===== config.mk =====
export PLATFORM = sky130hd
export DESIGN_NAME = risc_loader_ctrl_flat
export DESIGN_NICKNAME = d
export VERILOG_FILES = /design/src/rtl/risc_loader_ctrl_if.sv /design/src/rtl/risc_loader_ctrl.sv /design/src/flat_wrapper.sv
export SDC_FILE = /design/constraint.sdc
export NUM_CORES = 1
export LEC_CHECK = 0
export BUFFER_PORTS_ARGS = -buffer_cell sky130_fd_sc_hd__buf_2
export CAP_MARGIN = 20
export CELL_PAD_IN_SITES_DETAIL_PLACEMENT = 1
export CELL_PAD_IN_SITES_GLOBAL_PLACEMENT = 2
export CORE_ASPECT_RATIO = 1.1
export CORE_MARGIN = 3
export CORE_UTILIZATION = 34
export DETAILED_ROUTE_END_ITERATION = 8
export GPL_TIMING_DRIVEN = 0
export HOLD_SLACK_MARGIN = 0.03
export PLACE_DENSITY = 0.81
export SLEW_MARGIN = 10
export SYNTH_ARGS = -nofsm -noshare
export SYNTH_HDL_FRONTEND = slang
export SYNTH_SLANG_ARGS = --single-unit

===== constraint.sdc =====
create_clock -name clk -period 3.1 [get_ports clk]
set_input_delay 0.62 -clock clk [delete_from_list [all_inputs] [get_ports clk]]
set_output_delay 0.62 -clock clk [all_outputs]
set_load 0.05 [all_outputs]

===== src/rtl/risc_loader_ctrl_if.sv =====
// Loader stream + memory external-port bundle.
// master: loader side; slave: stream source and memory side.
interface risc_loader_ctrl_if #(
  parameter int DATA_W = 16,
  parameter int ADDR_W = 16
);
  logic              in_valid;
  logic [DATA_W-1:0] in_data;
  logic              in_ready;
  logic              ext_we;
  logic [ADDR_W-1:0] ext_addr;
  logic [DATA_W-1:0] ext_data;
  logic [DATA_W-1:0] mem_out;

  modport master (
    input  in_valid, in_data, mem_out,
    output in_ready, ext_we, ext_addr, ext_data
  );

  modport slave (
    output in_valid, in_data, mem_out,
    input  in_ready, ext_we, ext_addr, ext_data
  );
endinterface


===== src/rtl/risc_loader_ctrl.sv =====
// Program loader: streams words into memory, holds the CPU in reset,
// then runs it until halt.
// Ports: clk, reset_n (async low), start/abort, base_addr, word_cnt,
// bus (stream in + memory port), test_normal, cpu_reset_n, cpu_done,
// busy, halted, verify_err, run_cycles.
// Optional readback verify: define RISC_LOADER_VERIFY_EN.
module risc_loader_ctrl #(
  parameter int DATA_W     = 16,
  parameter int ADDR_W     = 16,
  parameter int CNT_W      = 8,
  parameter int RST_CYCLES = 9,
  parameter int RUN_W      = 16
) (
  input  logic              clk,
  input  logic              reset_n,
  input  logic              start,
  input  logic              abort,
  input  logic [ADDR_W-1:0] base_addr,
  input  logic [CNT_W-1:0]  word_cnt,
  risc_loader_ctrl_if.master bus,
  output logic              test_normal,
  output logic              cpu_reset_n,
  input  logic              cpu_done,
  output logic              busy,
  output logic              halted,
  output logic              verify_err,
  output logic [RUN_W-1:0]  run_cycles
);

  localparam int HC_W =
    (RST_CYCLES > 1) ? $clog2(RST_CYCLES) : 1;
  localparam logic [HC_W-1:0] HC_LAST =
    HC_W'(RST_CYCLES - 1);

  typedef enum logic [2:0] {
    IDLE, LOAD, VERIFY, HOLD, RUN, HALT
  } state_t;

  state_t state, state_n;

  logic [ADDR_W-1:0] base_q;
  logic [CNT_W-1:0]  len_q;
  logic [CNT_W-1:0]  idx_q;
  logic [DATA_W-1:0] sum_q;
  logic [HC_W-1:0]   hcnt_q;
  logic [RUN_W-1:0]  run_q;
  logic              halted_q;
  logic              we_q;
  logic [ADDR_W-1:0] addr_q;
  logic [DATA_W-1:0] data_q;
  logic              accept;
  logic              hs;

`ifdef RISC_LOADER_VERIFY_EN
  logic [CNT_W-1:0]  ridx_q;
  logic              p1_q;
  logic              p2_q;
  logic [DATA_W-1:0] vsum_q;
  logic              verr_q;
  logic              vdone;

  // all reads issued and both pipe slots drained
  assign vdone = (ridx_q == len_q) && !p1_q && !p2_q;
  assign verify_err = verr_q;
`else
  logic unused_sum;

  assign unused_sum = ^{sum_q, bus.mem_out};
  assign verify_err = 1'b0;
`endif

  assign accept = start && !abort &&
                  (state == IDLE || state == HALT);

  // idx==len marks the drain cycle carrying the final write
  assign bus.in_ready = (state == LOAD) &&
                        (idx_q != len_q) && !abort;
  assign hs = bus.in_valid && bus.in_ready;

  assign bus.ext_we   = we_q;
  assign bus.ext_addr = addr_q;
  assign bus.ext_data = data_q;

  assign test_normal = (state == IDLE) || (state == LOAD) ||
                       (state == VERIFY);
  assign cpu_reset_n = (state == RUN) || (state == HALT);
  assign busy        = (state == LOAD) || (state == VERIFY) ||
                       (state == HOLD) || (state == RUN);
  assign halted      = halted_q;
  assign run_cycles  = run_q;

  always_ff @(posedge clk or negedge reset_n) begin
    if (!reset_n) state <= IDLE;
    else          state <= state_n;
  end

  always_comb begin
    state_n = state;
    unique case (state)
      IDLE, HALT: begin
        if (accept)
          state_n = (word_cnt == '0) ? HOLD : LOAD;
      end
      LOAD: begin
        if (idx_q == len_q) begin
`ifdef RISC_LOADER_VERIFY_EN
          state_n = VERIFY;
`else
          state_n = HOLD;
`endif
        end
      end
`ifdef RISC_LOADER_VERIFY_EN
      VERIFY: if (vdone) state_n = HOLD;
`endif
      HOLD: if (hcnt_q == HC_LAST) state_n = RUN;
      RUN:  if (cpu_done) state_n = HALT;
      default: state_n = state;
    endcase
    if (abort) state_n = IDLE;
  end

  always_ff @(posedge clk or negedge reset_n) begin
    if (!reset_n) begin
      base_q   <= '0;
      len_q    <= '0;
      idx_q    <= '0;
      sum_q    <= '0;
      hcnt_q   <= '0;
      run_q    <= '0;
      halted_q <= 1'b0;
      we_q     <= 1'b0;
      addr_q   <= '0;
      data_q   <= '0;
`ifdef RISC_LOADER_VERIFY_EN
      ridx_q   <= '0;
      p1_q     <= 1'b0;
      p2_q     <= 1'b0;
      vsum_q   <= '0;
      verr_q   <= 1'b0;
`endif
    end else begin
      we_q <= hs;
      if (hs) begin
        addr_q <= base_q + ADDR_W'(idx_q);
        data_q <= bus.in_data;
        idx_q  <= idx_q + 1'b1;
        sum_q  <= sum_q + bus.in_data;
      end
      hcnt_q <= (state == HOLD) ? hcnt_q + 1'b1 : '0;
      if (state == RUN && run_q != '1)
        run_q <= run_q + 1'b1;
      if (state == RUN && cpu_done && !abort)
        halted_q <= 1'b1;
`ifdef RISC_LOADER_VERIFY_EN
      // p1: read address on the port, p2: its data on mem_out
      p1_q <= 1'b0;
      p2_q <= p1_q;
      if (state == VERIFY && ridx_q != len_q) begin
        addr_q <= base_q + ADDR_W'(ridx_q);
        ridx_q <= ridx_q + 1'b1;
        p1_q   <= 1'b1;
      end
      if (p2_q)
        vsum_q <= vsum_q + bus.mem_out;
      if (state == VERIFY && vdone && !abort)
        verr_q <= (vsum_q != sum_q);
`endif
      if (accept) begin
        base_q   <= base_addr;
        len_q    <= word_cnt;
        idx_q    <= '0;
        sum_q    <= '0;
        run_q    <= '0;
        halted_q <= 1'b0;
`ifdef RISC_LOADER_VERIFY_EN
        ridx_q   <= '0;
        p1_q     <= 1'b0;
        p2_q     <= 1'b0;
        vsum_q   <= '0;
        verr_q   <= 1'b0;
`endif
      end
    end
  end

endmodule

===== src/flat_wrapper.sv =====
// flat-port wrapper written by rule: the top's interface ports become plain ports
module risc_loader_ctrl_flat 
#(
  parameter int DATA_W     = 16,
  parameter int ADDR_W     = 16,
  parameter int CNT_W      = 8,
  parameter int RST_CYCLES = 9,
  parameter int RUN_W      = 16
)
  (clk, reset_n, start, abort, base_addr, word_cnt, test_normal, cpu_reset_n, cpu_done, busy, halted, verify_err, run_cycles, bus_in_valid, bus_in_data, bus_mem_out, bus_in_ready, bus_ext_we, bus_ext_addr, bus_ext_data);
  risc_loader_ctrl_if #(.DATA_W(DATA_W), .ADDR_W(ADDR_W)) bus_i ();
  input  logic clk;
  input  logic reset_n;
  input  logic start;
  input  logic abort;
  input  logic [ADDR_W-1:0] base_addr;
  input  logic [CNT_W-1:0] word_cnt;
  output logic test_normal;
  output logic cpu_reset_n;
  input  logic cpu_done;
  output logic busy;
  output logic halted;
  output logic verify_err;
  output logic [RUN_W-1:0] run_cycles;
  input wire logic [$bits(bus_i.in_valid)-1:0] bus_in_valid;
  input wire logic [$bits(bus_i.in_data)-1:0] bus_in_data;
  input wire logic [$bits(bus_i.mem_out)-1:0] bus_mem_out;
  output wire logic [$bits(bus_i.in_ready)-1:0] bus_in_ready;
  output wire logic [$bits(bus_i.ext_we)-1:0] bus_ext_we;
  output wire logic [$bits(bus_i.ext_addr)-1:0] bus_ext_addr;
  output wire logic [$bits(bus_i.ext_data)-1:0] bus_ext_data;
  assign bus_i.in_valid = bus_in_valid;
  assign bus_i.in_data = bus_in_data;
  assign bus_i.mem_out = bus_mem_out;
  assign bus_in_ready = bus_i.in_ready;
  assign bus_ext_we = bus_i.ext_we;
  assign bus_ext_addr = bus_i.ext_addr;
  assign bus_ext_data = bus_i.ext_data;
  risc_loader_ctrl #(.DATA_W(DATA_W), .ADDR_W(ADDR_W), .CNT_W(CNT_W), .RST_CYCLES(RST_CYCLES), .RUN_W(RUN_W)) u_core (.clk(clk), .reset_n(reset_n), .start(start), .abort(abort), .base_addr(base_addr), .word_cnt(word_cnt), .bus(bus_i), .test_normal(test_normal), .cpu_reset_n(cpu_reset_n), .cpu_done(cpu_done), .busy(busy), .halted(halted), .verify_err(verify_err), .run_cycles(run_cycles));
endmodule

# Word-level counts from Yosys, hierarchy flattened
# Cells that the tools add are included.
[op_classes] n_reduce_logical=24 bitwise_logic=0 n_mul=0 n_mux=14 n_lt_le_gt_ge=0 add_sub_neg=4 eq_ne=13 div=0 n_shift=0
[op_table] cell="2-to-1 mux 16 bit" n=2
[op_table] cell="adder 16 x 1 -> 16 bit (second input constant)" n=1
[op_table] cell="adder 16 x 8 -> 16 bit" n=1
[op_table] cell="2-to-1 mux 8 bit" n=2
[op_table] cell="!= test 16 bit (second input constant)" n=1
[op_table] cell="2-to-1 mux 3 bit" n=5
[op_table] cell="case mux 3 bit (4 select lines)" n=1
[op_table] cell="!= test 3 bit (second input constant)" n=3
[op_table] cell="adder 8 x 1 -> 8 bit (second input constant)" n=1
[op_table] cell="equality test 8 bit" n=1
[op_table] cell="logical AND 1 bit" n=8
[op_table] cell="zero test 8 bit" n=1
[op_table] cell="!= test 8 bit" n=1
[op_table] cell="logical OR 1 bit" n=7
[op_table] cell="equality test 3 x 2 -> 1 bit (second input constant)" n=2
[op_table] cell="equality test 3 bit (second input constant)" n=2
[op_table] cell="nonzero test 2 bit" n=3
[op_table] cell="AND reduction 5 bit" n=1
[op_table] cell="nonzero test 5 bit" n=1
[op_table] cell="adder 4 x 1 -> 4 bit (second input constant)" n=1
[op_table] cell="equality test 4 bit (second input constant)" n=1
[op_table] cell="2-to-1 mux 4 bit" n=1
[op_table] cell="equality test 3 x 1 -> 1 bit (second input constant)" n=1
[op_table] cell="zero test 3 bit" n=1
[op_table] cell="other kinds (5)" n=6
[word_totals] ff_bits=89 mem_count=0 rom_bits=0 in_bits=62 elab_cells=65 out_inout_bits=55 latch_bits=0 mem_bits_rw=0

# Logic depth before layout (Yosys ltp)
# Gate-level depths: netlist of run 1.
[depth] depth_word=6 ltp_mapped=8 ltp_nobuf=7

# Worst setup path before layout of run 1
# Ideal clock, no wire load.
[synth_timing] path_kind="reg2out" from="register u_core.state[1]" to="output port busy" path_stages_with_launch=4 required_time_ns=2.480 t_arrival_ns=1.587 setup_slack_ns=0.893 path_buffers=1 path_cell_list="dfrtp_1 -> clkbuf_1 -> nor2_1 -> xnor2_1"
[synth_between] elab_chain_len=4 elab_cells_between_ends=7 cone_classes="eq/ne (4); reduce/logical (3)"
[synth_lines] element="start, declared" line="risc_loader_ctrl.sv:39" rtl="state_t state, state_n;"
[synth_lines] element="start signal, assigned" line="risc_loader_ctrl.sv:94" rtl="else state <= state_n;"
[synth_lines] element="equality test 3 x 1 -> 1 bit or equality test 3 x 2 -> 1 bit (tied branches)" line="risc_loader_ctrl.sv:87" rtl="assign busy = (state == LOAD) || (state == VERIFY) ||"
[synth_lines] element="logical OR 1 bit (2 in series)" line="risc_loader_ctrl.sv:87"
[synth_lines] element="logical OR 1 bit *" line="risc_loader_ctrl.sv:88" rtl="(state == HOLD) || (state == RUN);"
[synth_lines] element="end, declared" line="flat_wrapper.sv:21" rtl="output logic busy;"
# Every way passes the cells marked *; elsewhere a longest branch is shown, timed or not.

# Worst setup path in the final report of run 1
[layout_timing] from="register u_core.idx_q[2]" to="output port bus_in_ready"
[layout_between] elab_chain_len=3
[layout_lines] element="start, declared" line="risc_loader_ctrl.sv:43" rtl="logic [CNT_W-1:0] idx_q;"
[layout_lines] element="start signal, assigned" line="risc_loader_ctrl.sv:147" rtl="idx_q <= idx_q + 1'b1;"
[layout_lines] element="!= test 8 bit" line="risc_loader_ctrl.sv:77" rtl="(idx_q != len_q) && !abort;"
[layout_lines] element="logical AND 1 bit" line="risc_loader_ctrl.sv:76" rtl="assign bus.in_ready = (state == LOAD) &&"
[layout_lines] element="logical AND 1 bit" line="risc_loader_ctrl.sv:77"
[layout_lines] element="end, declared" line="flat_wrapper.sv:28" rtl="output wire logic [$bits(bus_i.in_ready)-1:0] bus_in_ready;"
# No other way between the ends.

==> impl_results.md, run 1 <==
* Post-DP Area at between 5000 and 6000 um^2
* Setup Skew at approximately 0.0076 ns
* DRT Pass-1 Iters at 4
* DIE AREA at 14,800 um^2
* Synthesized area at 4540 um^2
* Final worst slack at 0.704 ns
* Library cells used by synthesis at 60
* Vias per inst at just over 5
* Clk root buf: clkbuf_16
* Crit path time final at 2.40 ns
* Die Y at roughly 130 um
* Count of final setup violators at 0
* Area contributors post-synth: dfrtp_1, nand2_1, xnor2_1
* Hold Path Class: primary input to asynchronous set/reset pin
* Vias in the first global route at 4,210
* Wirelength per Cell at between 15 and 20 um
* Top cell type's share of synthesized area at between 40 and 50%
* Total CTS buffers at 9
* Mapped Nets at approximately 570
* Number of I/O pins at 117
* Number of flops mapped to enable cells by yosys at 0
* Drt total wl at approximately 12,000 um
* Max stage delay cell, worst path: dfrtp_1
* Synthesized instance count at approximately 500
* Final setup TNS at 0 ns
* Outcome: completed
* Part of the cycle the worst path needs at slightly below 80%
* Inserted Diodes at 0
* Remaining global-route overflow at 0
* Fin area at approximately 5500 um^2
* Max cap viols at 0
* Crit-path max cell delay at slightly below 0.5 ns
* GRT Util Overall at 17.9%
* Clock tree sinks at between 80 and 90
* Core area at ~13,000 um^2
* Startpoint types: register
* CTS Buffer Depth at 2
* Main synth FF type: dfrtp_1
* Routability cong. at around 0.8
* LEAKAGE at around 2.8 nW
* Drt drc at 0
* Most frequent CP cell: nor2_1
* P per Cell Area at around 770 nW/um^2
* Post-cts resize count at 0
* Area Overhead vs Synth at 21.4%
* Htree depth at 3
* Fin nets at ~700
* HPWL after detailed placement at 9350 um
* Arr. time, crit path at 1.78 ns
* Initial Util at a little over a third
* Hold_buf cts at 0
* Worst slack at placement at roughly 0.72 ns
* Yosys warnings at 0
* Tightest Pin Transition at between 0.5 and 0.6 ns
* Kind of critical path: register to output pin
* Clock edge transition at the registers on the reported setup and hold paths at ~0.06 ns
* CP cell instances: xnor2_1, nand4_1, nor2_1, nor2_1, buf_2
* Syn_area_per_cell at slightly above 9 um^2
* Final Hold Violating Endpoints at 0
* Sequential fraction of the synthesis area at between 40% and 50%
* Rel. slew slack at between 60% and 70%
* Worst r2r path cells at 7
* Max Clk Rate at roughly 0.42 GHz
* Num rows at 43
* Yosys reg bits at 89
* Post-CTS Setup Inserts at 0
* Yosys top cell by area: dfrtp_1
* Via Count at a little under 4,000
* CTS tree: built
* Initial antenna violation count at 0
* RSZ-0062 raised after global routing: no
* Filler Cell Count at approximately 1,600
* Ys async rst share at 100%
* Pin count of the biggest net entering global routing at 60
* DRT iter0 DRCs at between 100 and 150
* Fraction of layout cells with a size suffix above 1 at 23.0%
* Antenna-violating nets left at 0
* First-pass GRT wire length at approximately 21,000 um
* Clock latency on the worst-skew pair at roughly 0.35 ns
* DIE WIDTH at roughly 120 um
* Worst Path Required at 2.48 ns
* Crit path max fanout at 7
* Worst Setup SP: u_core.idx_q[2]
* Pins Over Slew Limit at 0
* Worst Setup End Kind: output pin
* # port buffers at 99
* Worst vdd ir at around 210 uV
* Count leader, synth: nand2_1
* Post-synth top cells: nand2_1, dfrtp_1, nor2_1, xnor2_1, o21ai_0
* Worst r2r src: u_core.idx_q[0]
[stage by stage]
stage | hold WS (ns) | utilization [%] | total power [mW] | cells
after global placement | 0.453 | 40.7 | 3.27 | 753
after CTS | 0.213 | 42.9 | 4.33 | 767
after global routing | 0.232 | 42.9 | 4.55 | 767
after floorplan | 0.324 | - | 2.86 | 497
final | 0.204 | 42.9 | 4.26 | 767
after detailed placement | 0.461 | 40.9 | 3.33 | 754
[final cells by class]
class | count | area [um^2] | area share [%]
clock buffers | 12 | 246 | 4.47
inverters | 9 | 33.8 | 0.613
multi-input cells | 379 | 2180 | 39.5
well taps | 157 | 196 | 3.56
repair buffers | 100 | 526 | 9.53
flip-flops and latches | 89 | 2230 | 40.4
plain buffers | 20 | 104 | 1.88
clock inverters | 1 | 5.00 | 0.0907
[logic make-up after synthesis]
kind of cell	after synthesis	synth area share, %
AND/OR/NAND/NOR	258	26.5
flip-flops	89	49.0
AO/OA/AOI/OAI	75	11.2
buffers and inverters	29	3.03
XOR/XNOR	26	5.01
adder cells (fa/ha/maj)	13	3.75
multiplexers	6	1.38
other	1	0.0826
[report_power, final]
part | total (mW) | internal, mW | switching [mW]
clock | 0.988 | 0.551 | 0.436
sequential | 1.67 | 1.46 | 0.209
combinational | 1.61 | 0.430 | 1.18
total | 4.26 | 2.44 | 1.82
[critical path: cells and delay by family, from the launching register on]
family                 cells  cell delay, ns
AND/OR/NAND/NOR            3            0.51
flip-flops                 1            0.49
buffers and inverters      1            0.22
XOR/XNOR                   1            0.21
[flip-flops by register name, summed over array words and instances (netlist names)]
register             flops
u_core.base_q           16
u_core.bus.ext_addr     16
u_core.bus.ext_data     16
u_core.run_cycles       16
u_core.idx_q             8
u_core.len_q             8
u_core.hcnt_q            4
u_core.state             3
u_core.bus.ext_we        1
u_core.halted            1
[cell usage in the layout (no fill, tap or decap), types with 8 or more instances in the layout]
master and instances:
dfrtp_1 89, xnor2_1 22, a21oi_1 14, clkbuf_1 11, nand2_1 163, buf_2 106
inv_1 8, clkbuf_16 9, nand3_1 12, ha_1 12, nor2_1 31, o211ai_1 8
o21ai_0 19
[worst paths after layout]
| check | endpoint | slack (ns) |
|---|---|---|
| setup reg to reg | u_core.bus.ext_addr[8] | 0.75 |
| hold reg to reg | u_core.bus.ext_data[6] | 0.47 |
| setup / recovery | bus_in_ready | 0.70 |
| hold / removal | u_core.bus.ext_data[14] | 0.20 |
| min in group clk | u_core.base_q[1] | 0.46 |
| max in group asynchronous | u_core.base_q[12] | 2.24 |
[layer usage]
| layer | part of all wire (%) | global-route usage (%) |
|---|---|---|
| met5 | 0 | 0 |
| met3 | 4.1 | 2.65 |
| met2 | 49 | 30.7 |
| met4 | 1.7 | 6.55 |
| met1 | 45 | 22.8 |
Note: power is estimated with default switching activity, not from simulation.
==> run 2: changes to the inputs <==
CORE_UTILIZATION = 32   (was 34)
PLACE_DENSITY = 0.77   (was 0.81)
clock period = 2.3 ns   (was 3.1 ns; I/O delays follow)
==> run 2 against run 1 <==
  * Non-clock buffer count did not move
  * Clock skew fell by 0.00081 ns
  * Setup slack got worse by 0.59 ns
  * Clock-buffer cell count rose by 1
  * Sequential share of layout area fell by 0.62 points
  * Hold slack got worse by 0.085 ns
  * Largest power group unchanged
  * Combinational power rose by 36%
  * Critical endpoint is now u_core.bus.ext_addr[15]
  * Largest cell class unchanged
  * Register-to-register slack got worse by 0.63 ns
  * Via count fell by 0.35%
==> impl_results.md, run 2 (same netlist as run 1, synthesis figures left out) <==
* Worst hold margin at 0.119 ns (-0.0852 ns)
* Die Y at 131 um (+2.9%)
* Clk root buf: clkbuf_16
* Drt drc at 0 (unchanged)
* Num rows at 45 (+4.7%)
* Pin count of the biggest net entering global routing at 48 (-20%)
* DIE WIDTH at 120 um (+2.9%)
* Antenna-violating nets left at 0 (unchanged)
* Rel. slew slack at 61.0% (-4.3 points)
* Hold_buf cts at 0 (unchanged)
* Tightest Pin Transition at 0.585 ns (+0.0656 ns)
* GRT Util Overall at 15.9% (-2.0 points)
* Via Count at 3,938 (-0.35%)
* Fin nets at 683 (unchanged)
* Clock latency on the worst-skew pair at 0.34 ns (about the same)
* Total CTS buffers at 9 (unchanged)
* Worst Path Required at 2.53 ns (+0.05 ns)
* Post-DP Area at 5300 um^2 (+0.74%)
* Max stage delay cell, worst path: dfrtp_1
* Hold Path Class: primary input to asynchronous set/reset pin
* Worst vdd ir at 314 uV (+50%)
* Final setup TNS at 0 ns (unchanged)
* Seq. cell area at 2230 um^2 (+0.11%)
* Clock edge transition at the registers on the reported setup and hold paths at 0.06 ns (about the same)
* Crit path max fanout at 7 (unchanged)
* Setup Skew at 0.00678 ns (-0.000809 ns)
* Vias in the first global route at 3,973 (-5.6%)
* Routability cong. at 0.782 (-4.3%)
* CP cell instances: ha_1, nand3_1, nor2_1, o211ai_1, buf_4, a2111o_1, o211a_1
* Footprint of the multi-input gates at 2200 um^2 (+1.1%)
* HPWL after detailed placement at 9230 um (-1.3%)
* Remaining global-route overflow at 0 (unchanged)
* Drt total wl at 12,100 um (-1.7%)
* Htree depth at 3 (unchanged)
* Area Overhead vs Synth at 23.5%
* Fraction of layout cells with a size suffix above 1 at 24.5% (+1.5 points)
* Worst Setup End Kind: register
* Count of final setup violators at 0 (unchanged)
* Kind of critical path: register to register
* Fin cells at 801 (+4.4%)
* Max Clk Rate at roughly 0.46 GHz
* Most frequent cells in the layout: nand2_1, buf_2, dfrtp_1
* DRT Pass-1 Iters at 4 (unchanged)
* DIE AREA at 15,700 um^2 (+5.9%)
* Filler Cell Count at 1,708 (+9.5%)
* Final Hold Violating Endpoints at 0 (unchanged)
* Wirelength per Cell at 15.1 um (-5.8%)
* # placed instances at 785 (+4.1%)
* Fin area at 5610 um^2 (+1.7%)
* Number of I/O pins at 117 (unchanged)
* Inserted Diodes at 0 (unchanged)
* Initial Util at 32.8% (-2.5 points)
* Crit-path max cell delay at 0.47 ns (-0.02 ns)
* RSZ-0062 raised after global routing: no
* Arr. time, crit path at 2.41 ns (+0.63 ns)
* Vias per inst at 4.92 (-4.6%)
* Clock tree sinks at 89 (unchanged)
* P per Cell Area at 1040 nW/um^2 (+34%)
* Crit path time final at ~2.2 ns
* # port buffers at 99 (unchanged)
* Pins Over Slew Limit at 0 (unchanged)
* Part of the cycle the worst path needs at roughly 95%
* Initial antenna violation count at 0 (unchanged)
* CTS tree: built
* Max cap viols at 0 (unchanged)
* Most common cell after layout, fill and taps aside: nand2_1
* Worst r2r path cells at 7 (unchanged)
* LEAKAGE at 2.79 nW (+0.70%)
* DRT iter0 DRCs at 149 (+3.5%)
* CTS Buffer Depth at 2 (unchanged)
* Startpoint types: register
* Core area at 13,900 um^2 (+7.7%)
* First-pass GRT wire length at 19,800 um (-5.5%)
* Outcome: completed
run 2: cell types whose count changed in the layout (fill, tap and decap cells not counted), sizes merged:
cell and delta:
buf +1, clkinv +2
run 2: layout make-up:
class                           instances  area share, %
Sequential cell                        89           39.8
Clock inverter                          3          0.268
Tap cell                              188           4.19
Clock buffer                           13           4.64
Inverter                                9          0.602
Multi-Input combinational cell        379           39.2
Timing Repair Buffer                  101           9.50
Buffer                                 19           1.78
run 2: worst max-delay path: cells and delay by family (launching register included):
kind | cells | cell delay [ns]
DFF | 1 | 0.47
adders and majority gates | 1 | 0.42
buffers and inverters | 1 | 0.17
AOI/OAI and AO/OA | 3 | 0.66
and+or+nand+nor | 2 | 0.35
run 2: repair_timing:
item                                    4_1_cts  5_1_grt
endpoints found under the setup margin        4        6
pin swaps                                     0        3
setup buffers                                 0        1
gates cloned                                  0        0
resized for setup                             3        5
run 2: final timing paths:
kind | start | end | slack (ns)
max in group asynchronous | reset_n | u_core.base_q[8] | 1.54
min in group clk | bus_in_data[14] | u_core.bus.ext_data[14] | 0.30
worst max register to register | u_core.idx_q[3] | u_core.bus.ext_addr[15] | 0.12
worst min register to register | u_core.bus.ext_data[11] | u_core.bus.ext_data[11] | 0.47
worst min-delay path | reset_n | u_core.bus.ext_data[15] | 0.12
worst max-delay path | u_core.idx_q[3] | u_core.bus.ext_addr[15] | 0.12
run 2: metal layers:
| layer | vias to the layer above | wire [um] | part of all wire [%] | global-route usage [%] |
|---|---|---|---|---|
| met4 | 0 | 179 | 1.5 | 4.99 |
| met5 | - | 0 | 0 | 0 |
| met2 | 82 | 5940 | 49 | 27.6 |
| met1 | 1912 | 5480 | 45 | 20.0 |
| li1 | 1927 | - | - | - |
| met3 | 17 | 537 | 4.4 | 3.40 |
run 2: where the power goes:
group	internal [mW]	switching (mW)	total, mW
Combinational	0.592	1.60	2.19
Clock	0.787	0.603	1.39
Sequential	1.97	0.277	2.25
run 2: metrics by stage:
step                      utilization [%]  power [mW]  worst slack [ns]
after floorplan                         -        3.86             0.253
after detailed placement             38.3        4.47           -0.0416
after global placement               38.1        4.41            -0.137
after global routing                 40.5        6.21           0.00171
final                                40.5        5.83             0.117
after CTS                            40.4        5.90            0.0617
